**src/rtl/r200_ifetch_if.sv**
```systemverilog
// =============================================================================
// r200_ifetch_if : instruction-memory and decode-side signals of the fetch stage
// Revision: 1.0
// =============================================================================
`default_nettype none

interface r200_ifetch_if;
  logic        imem_req;
  logic [31:0] imem_addr;
  logic        imem_gnt;
  logic        imem_rvalid;
  logic [31:0] imem_rdata;
  logic        id_valid;
  logic        id_ready;
  logic [31:0] instrn;
  logic [31:0] pc_addrout;
  logic [31:0] pcp4;
  logic        redirect;
  logic [31:0] pc_brtarg;

  modport master (
    output imem_req, imem_addr, id_valid, instrn, pc_addrout, pcp4,
    input  imem_gnt, imem_rvalid, imem_rdata, id_ready, redirect, pc_brtarg
  );

  modport slave (
    input  imem_req, imem_addr, id_valid, instrn, pc_addrout, pcp4,
    output imem_gnt, imem_rvalid, imem_rdata, id_ready, redirect, pc_brtarg
  );
endinterface

`default_nettype wire

```
**src/rtl/r200_ifetch.sv**
```systemverilog
// =============================================================================
// r200_ifetch : in-order instruction fetch with credit-limited prefetch FIFO
// Revision: 1.0
// =============================================================================
`default_nettype none

module r200_ifetch #(
  parameter logic [31:0] RESET_PC   = 32'h0000_0000,
  parameter int unsigned FIFO_DEPTH = 2
) (
  input  logic             clk,
  input  logic             rst,
  r200_ifetch_if.master    bus
);

  localparam int unsigned      PTR_W    = (FIFO_DEPTH > 1) ? $clog2(FIFO_DEPTH) : 1;
  localparam int unsigned      CNT_W    = $clog2(FIFO_DEPTH + 1);
  localparam logic [PTR_W-1:0] LAST_PTR = PTR_W'(FIFO_DEPTH - 1);
  localparam logic [CNT_W:0]   DEPTH_X  = (CNT_W + 1)'(FIFO_DEPTH);
  localparam logic [CNT_W-1:0] FULL_CNT = CNT_W'(FIFO_DEPTH);
  localparam logic [31:0]      NOP      = 32'h0000_0013;

  logic [31:0]      fetch_pc_q, fetch_pc_d;
  logic [31:0]      resp_pc_q, resp_pc_d;
  logic [CNT_W-1:0] outstanding_q, outstanding_d;
  logic [CNT_W-1:0] drop_cnt_q, drop_cnt_d;
  logic [CNT_W-1:0] count_q, count_d;
  logic [PTR_W-1:0] rd_ptr_q, rd_ptr_d;
  logic [PTR_W-1:0] wr_ptr_q, wr_ptr_d;
  logic [31:0]      fifo_pc_q  [FIFO_DEPTH];
  logic [31:0]      fifo_pc_d  [FIFO_DEPTH];
  logic [31:0]      fifo_ins_q [FIFO_DEPTH];
  logic [31:0]      fifo_ins_d [FIFO_DEPTH];

  logic        fifo_empty, rsp_keep, head_valid, credit_ok, fetch_req;
  logic        grant, pop, pop_store, push;
  logic [31:0] head_pc, head_ins;

  function automatic logic [PTR_W-1:0] ptr_inc(input logic [PTR_W-1:0] p);
    return (p == LAST_PTR) ? '0 : p + 1'b1;
  endfunction

  // An empty FIFO passes a kept response straight through so steady state is one word per cycle.
  always_comb begin
    fifo_empty = (count_q == '0);
    rsp_keep   = bus.imem_rvalid && (drop_cnt_q == '0);
    head_valid = !fifo_empty || rsp_keep;
    if (!fifo_empty) begin
      head_pc  = fifo_pc_q[rd_ptr_q];
      head_ins = fifo_ins_q[rd_ptr_q];
    end else begin
      head_pc  = resp_pc_q;
      head_ins = rsp_keep ? bus.imem_rdata : NOP;
    end
    credit_ok = ({1'b0, outstanding_q} + {1'b0, count_q}) < DEPTH_X;
    fetch_req = !bus.redirect && credit_ok;
    grant     = fetch_req && bus.imem_gnt;
    pop       = head_valid && bus.id_ready && !bus.redirect;
    pop_store = pop && !fifo_empty;
    push      = rsp_keep && !bus.redirect && !(fifo_empty && pop);
  end

  assign bus.imem_req   = fetch_req;
  assign bus.imem_addr  = fetch_pc_q;
  assign bus.id_valid   = head_valid;
  assign bus.instrn     = head_ins;
  assign bus.pc_addrout = head_pc;
  assign bus.pcp4       = head_pc + 32'd4;

  always_comb begin
    fetch_pc_d    = fetch_pc_q;
    resp_pc_d     = resp_pc_q;
    outstanding_d = outstanding_q;
    drop_cnt_d    = drop_cnt_q;
    count_d       = count_q;
    rd_ptr_d      = rd_ptr_q;
    wr_ptr_d      = wr_ptr_q;
    fifo_pc_d     = fifo_pc_q;
    fifo_ins_d    = fifo_ins_q;
    if (bus.redirect) begin
      // Everything still in flight, including a response landing now, belongs to the old path.
      fetch_pc_d    = bus.pc_brtarg & 32'hFFFF_FFFC;
      resp_pc_d     = bus.pc_brtarg & 32'hFFFF_FFFC;
      outstanding_d = outstanding_q - CNT_W'(bus.imem_rvalid);
      drop_cnt_d    = outstanding_q - CNT_W'(bus.imem_rvalid);
      count_d       = '0;
      rd_ptr_d      = '0;
      wr_ptr_d      = '0;
    end else begin
      outstanding_d = outstanding_q + CNT_W'(grant) - CNT_W'(bus.imem_rvalid);
      if (grant) fetch_pc_d = fetch_pc_q + 32'd4;
      if (bus.imem_rvalid && (drop_cnt_q != '0)) drop_cnt_d = drop_cnt_q - 1'b1;
      if (rsp_keep) resp_pc_d = resp_pc_q + 32'd4;
      if (push) begin
        fifo_pc_d[wr_ptr_q]  = resp_pc_q;
        fifo_ins_d[wr_ptr_q] = bus.imem_rdata;
        wr_ptr_d             = ptr_inc(wr_ptr_q);
      end
      if (pop_store) rd_ptr_d = ptr_inc(rd_ptr_q);
      count_d = count_q + CNT_W'(push) - CNT_W'(pop_store);
    end
  end

  always_ff @(posedge clk or posedge rst) begin
    if (rst) begin
      fetch_pc_q    <= RESET_PC;
      resp_pc_q     <= RESET_PC;
      outstanding_q <= '0;
      drop_cnt_q    <= '0;
      count_q       <= '0;
      rd_ptr_q      <= '0;
      wr_ptr_q      <= '0;
      fifo_pc_q     <= '{default: '0};
      fifo_ins_q    <= '{default: '0};
    end else begin
      fetch_pc_q    <= fetch_pc_d;
      resp_pc_q     <= resp_pc_d;
      outstanding_q <= outstanding_d;
      drop_cnt_q    <= drop_cnt_d;
      count_q       <= count_d;
      rd_ptr_q      <= rd_ptr_d;
      wr_ptr_q      <= wr_ptr_d;
      fifo_pc_q     <= fifo_pc_d;
      fifo_ins_q    <= fifo_ins_d;
    end
  end

  a_no_push_on_full : assert property (@(posedge clk) disable iff (rst)
    !(push && (count_q == FULL_CNT)));

endmodule

`default_nettype wire

```
**src/flat_wrapper.sv**
```systemverilog
// flat-port wrapper written by rule: the top's interface ports become plain ports
module r200_ifetch_flat 
#(
  parameter logic [31:0] RESET_PC   = 32'h0000_0000,
  parameter int unsigned FIFO_DEPTH = 2
)
  (clk, rst, bus_imem_req, bus_imem_addr, bus_id_valid, bus_instrn, bus_pc_addrout, bus_pcp4, bus_imem_gnt, bus_imem_rvalid, bus_imem_rdata, bus_id_ready, bus_redirect, bus_pc_brtarg);
  r200_ifetch_if bus_i ();
  input  logic clk;
  input  logic rst;
  output wire logic [$bits(bus_i.imem_req)-1:0] bus_imem_req;
  output wire logic [$bits(bus_i.imem_addr)-1:0] bus_imem_addr;
  output wire logic [$bits(bus_i.id_valid)-1:0] bus_id_valid;
  output wire logic [$bits(bus_i.instrn)-1:0] bus_instrn;
  output wire logic [$bits(bus_i.pc_addrout)-1:0] bus_pc_addrout;
  output wire logic [$bits(bus_i.pcp4)-1:0] bus_pcp4;
  input wire logic [$bits(bus_i.imem_gnt)-1:0] bus_imem_gnt;
  input wire logic [$bits(bus_i.imem_rvalid)-1:0] bus_imem_rvalid;
  input wire logic [$bits(bus_i.imem_rdata)-1:0] bus_imem_rdata;
  input wire logic [$bits(bus_i.id_ready)-1:0] bus_id_ready;
  input wire logic [$bits(bus_i.redirect)-1:0] bus_redirect;
  input wire logic [$bits(bus_i.pc_brtarg)-1:0] bus_pc_brtarg;
  assign bus_imem_req = bus_i.imem_req;
  assign bus_imem_addr = bus_i.imem_addr;
  assign bus_id_valid = bus_i.id_valid;
  assign bus_instrn = bus_i.instrn;
  assign bus_pc_addrout = bus_i.pc_addrout;
  assign bus_pcp4 = bus_i.pcp4;
  assign bus_i.imem_gnt = bus_imem_gnt;
  assign bus_i.imem_rvalid = bus_imem_rvalid;
  assign bus_i.imem_rdata = bus_imem_rdata;
  assign bus_i.id_ready = bus_id_ready;
  assign bus_i.redirect = bus_redirect;
  assign bus_i.pc_brtarg = bus_pc_brtarg;
  r200_ifetch #(.RESET_PC(RESET_PC), .FIFO_DEPTH(FIFO_DEPTH)) u_core (.clk(clk), .rst(rst), .bus(bus_i));
endmodule
```
**config.mk**
```make
export PLATFORM = sky130hd
export DESIGN_NAME = r200_ifetch_flat
export DESIGN_NICKNAME = d
export VERILOG_FILES = /design/src/rtl/r200_ifetch_if.sv /design/src/rtl/r200_ifetch.sv /design/src/flat_wrapper.sv
export SDC_FILE = /design/constraint.sdc
export NUM_CORES = 1
export LEC_CHECK = 0
export CORE_UTILIZATION = 54
export CTS_BUF_LIST = sky130_fd_sc_hd__clkbuf_8
export CTS_CLUSTER_DIAMETER = 60
export DETAILED_ROUTE_END_ITERATION = 8
export PLACE_DENSITY_LB_ADDON = 0.05
export SLEW_MARGIN = 20
export SYNTH_ARGS = -nofsm -noshare
export SYNTH_HDL_FRONTEND = slang
export SYNTH_SLANG_ARGS = --single-unit
```
**constraint.sdc**
```tcl
create_clock -name clk -period 9.4 [get_ports clk]
set_input_delay 1.88 -clock clk [delete_from_list [all_inputs] [get_ports clk]]
set_output_delay 1.88 -clock clk [all_outputs]
set_load 0.02 [all_outputs]
```
==> results.sh <==
export IMPL_track_usage_pct=24.3
export IMPL_insertion_delay_ns=0.48
export IMPL_routed_wl_mm=23.4
export IMPL_max_freq_ghz=0.157
export IMPL_cts_resized=0
export IMPL_ant_nets=0
export IMPL_grt_max_degree=118
export IMPL_irDropWorstVdd_uv=137
export IMPL_vias=7444
export IMPL_ys_flop_type="dfrtp_1"
export IMPL_cpLargestDelayFamily="simple AND/OR/NAND/NOR gates"
export IMPL_finish_instance_area_um2=12900
export IMPL_cp_cell_sequence="or2_4 -> mux2i_1 -> inv_1 -> ha_1 -> nor2b_1 -> nand4_2 -> nor3_1 -> xor2_1 -> clkdlybuf4s50_1"
export IMPL_cts_tree="built"
export IMPL_dieArea_um2=20000
export IMPL_fin_worst_hold_slack_ns=0.513
export IMPL_grt_pass1_vias=7350
export IMPL_finalHoldViolations=0
export IMPL_synth_cell_types=50
export IMPL_clockRootBuffer="clkbuf_8"
export IMPL_antenna_cells=0
export IMPL_synth_warnings=0
export IMPL_hold_buffers=0
export IMPL_netlist_area_um2=10500
export IMPL_firstDrtPassIters=4
export IMPL_gp_routability_congestion=0.829
export IMPL_ff_latch_area_um2=4810
export IMPL_multi_input_area_um2=5330
export IMPL_yosysTopAreaCellShare_pct=45.8
export IMPL_fin_nets=1170
export IMPL_drc=0
export IMPL_numCtsBuffers=17
export IMPL_startpoint_type="flip-flop"
export IMPL_synth_edf_count=0
export IMPL_p_leak_nw=5.34
export IMPL_clockBufferDepth=2
export IMPL_finClkSkew_ns=0.0199
export IMPL_start_util_pct=55.5
export IMPL_die_w_um=141
export IMPL_ys_seq_area_share_pct=45.8
export IMPL_status="finished, final reports clean"
export IMPL_synthTopCellsByCount="192 x dfrtp_1, 179 x mux2_2, 75 x nand2_1, 65 x mux2i_1, 63 x xnor2_1"
export IMPL_timing_worst_setup_path_type="flip-flop to primary output"
export IMPL_antenna_found_initial=0
export IMPL_hpwl_mm=16.0
export IMPL_rsz0062_at_grt="false"
export IMPL_async_reset_ff_share_pct=100
export IMPL_slew_limit_headroom_pct=32.0
export IMPL_min_path_type="flip-flop to flip-flop"
export IMPL_crit_path_end_kind="primary output"
export IMPL_post_cts_buffers=0
export IMPL_pre_cts_ws_ns=3.37
export IMPL_worstPathArrival_ns=4.49
export IMPL_cap_violations=0
export IMPL_core_um2=18900
export IMPL_cp_required_ns=7.52
export IMPL_clock_sinks=192
export IMPL_io_pins=200
export IMPL_fin_tns_setup_ns=0
export IMPL_slowest_delay_ns=0.92
export IMPL_syn_to_final_growth_pct=23.2
export IMPL_timing_final_ws_setup_ns=3.03
export IMPL_grt_pass1_wl_mm=38.2
export IMPL_synth_area_leaders="dfrtp_1 46%, mux2_2 19%, mux2i_1 6.2%"
export IMPL_grt_overflow_total=0
export IMPL_viasPerCell=5.46
export IMPL_yosys_area_top_type="dfrtp_1"
export IMPL_fin_crit_ns=6.37
export IMPL_synthCells=925
export IMPL_io_buffers=191
export IMPL_powerDensity_nw_per_um2=231
export IMPL_crit_buf_inv=2
export IMPL_drive_above_1_share_pct=22.6
export IMPL_fin_crit_sh_pct=67.8
export IMPL_fillerInstances=1516
export IMPL_avgSynthCellArea_um2=11.3
export IMPL_maxSlewViolCount=0
export IMPL_rows=50
export IMPL_synth_most_common_cell="dfrtp_1"
export IMPL_clk_pin_slew_ns=0.10
export IMPL_crit_path_top_delay_cell="dfrtp_1"
export IMPL_final_setup_viol_count=0
export IMPL_placed_area_um2=12500
export IMPL_wire_per_inst_um=17.2
export IMPL_worstMarginPinSlew_ns=1.01
export IMPL_die_h_um=141
export IMPL_ys_ff_latch=192
export IMPL_drt_iter0_drc=315
export IMPL_h_tree_depth=4
export IMPL_cp_max_fo=29
[final timing paths]
kind | startpoint | endpoint | slack [ns] | depth (start not counted)
worst min-delay path | u_core.fifo_ins_q[25]$_DFFE_PP0P_ | u_core.fifo_ins_q[25]$_DFFE_PP0P_ | 0.51 | 1
min in group asynchronous | rst | u_core.fifo_ins_q[35]$_DFFE_PP0P_ | 1.95 | 2
worst max-delay path | u_core.count_q[1]$_DFF_PP0_ | bus_pcp4[28] | 3.03 | 9
max in group asynchronous | rst | u_core.rd_ptr_q$_DFFE_PP0P_ | 5.84 | 3
worst max register to register | u_core.count_q[0]$_DFF_PP0_ | u_core.bus.imem_addr[31]$_DFFE_PP0P_ | 5.66 | 9
worst min register to register | u_core.fifo_ins_q[25]$_DFFE_PP0P_ | u_core.fifo_ins_q[25]$_DFFE_PP0P_ | 0.51 | 1
[kinds of logic (layout without fill, tap and decap cells)]
family,Yosys count,in the layout,share of synthesized area (%)
mux,244,244,25.4
simple gates,240,240,12.2
flops,192,192,45.8
xor+xnor,90,90,7.51
buf+inv,82,256,3.84
compound gates,67,67,4.06
fa+ha+maj,9,9,1.15
other cells,1,6,0.0357
[layout by cell type, fill, tap and decap left out, types with 17 or more instances in the layout]
cell type and n:
nand3_1 18, o21ai_0 35, mux2_2 179, dfrtp_1 191, xor2_1 27, nor3_1 29, nor2_1 39, mux2i_1 65
xnor2_1 63, inv_1 27, nand2_1 75, clkdlybuf4s50_1 190, clkbuf_8 17
[flip-flops by register name (all words and copies together) (netlist names)]
signal and flops:
u_core.bus.imem_addr 30, u_core.drop_cnt_q 2, u_core.count_q 2, u_core.wr_ptr_q 1
u_core.rd_ptr_q 1, u_core.resp_pc_q 30, u_core.outstanding_q 2, u_core.fifo_pc_q 60
u_core.fifo_ins_q 64
[layout make-up]
class | count | area share [%]
inverters | 27 | 0.842
repair buffers | 197 | 15.1
clock buffers | 17 | 1.81
well taps | 260 | 2.52
clock inverters | 15 | 1.32
flip-flops and latches | 192 | 37.2
multi-input cells | 656 | 41.2
[per-layer routing]
layer	GRT usage, %	share of wire (%)	vias up
li1	-	-	3547
met1	33.7	47	3701
met4	4.75	0.54	0
met3	5.30	5.0	9
met2	39.7	47	187
met5	0	0	-
[report_power, final]
group	switching [mW]	internal, mW
Clock	0.329	0.225
Combinational	0.591	0.617
Sequential	0.164	1.06
[metrics by stage]
step                      std cells  util, %  power, mW
after floorplan                 930        -       2.01
after global placement         1332     66.2       2.43
after detailed placement       1332     66.3       2.46
after CTS                      1364     68.4       3.02
after global routing           1364     68.4       3.17
final                          1364     68.4       2.99
[worst reg2reg max path, stage by stage (launching register included)]
cell and delay, ns:
dfrtp_1 0.82, inv_1 0.19, nor2_1 0.17, fa_1 0.46, nor3b_2 0.52, and4_1 0.46, nand4_1 0.33, nor3_1 0.33
xor2_1 0.10, mux2_2 0.27
Power figures use the tool's default switching activity.
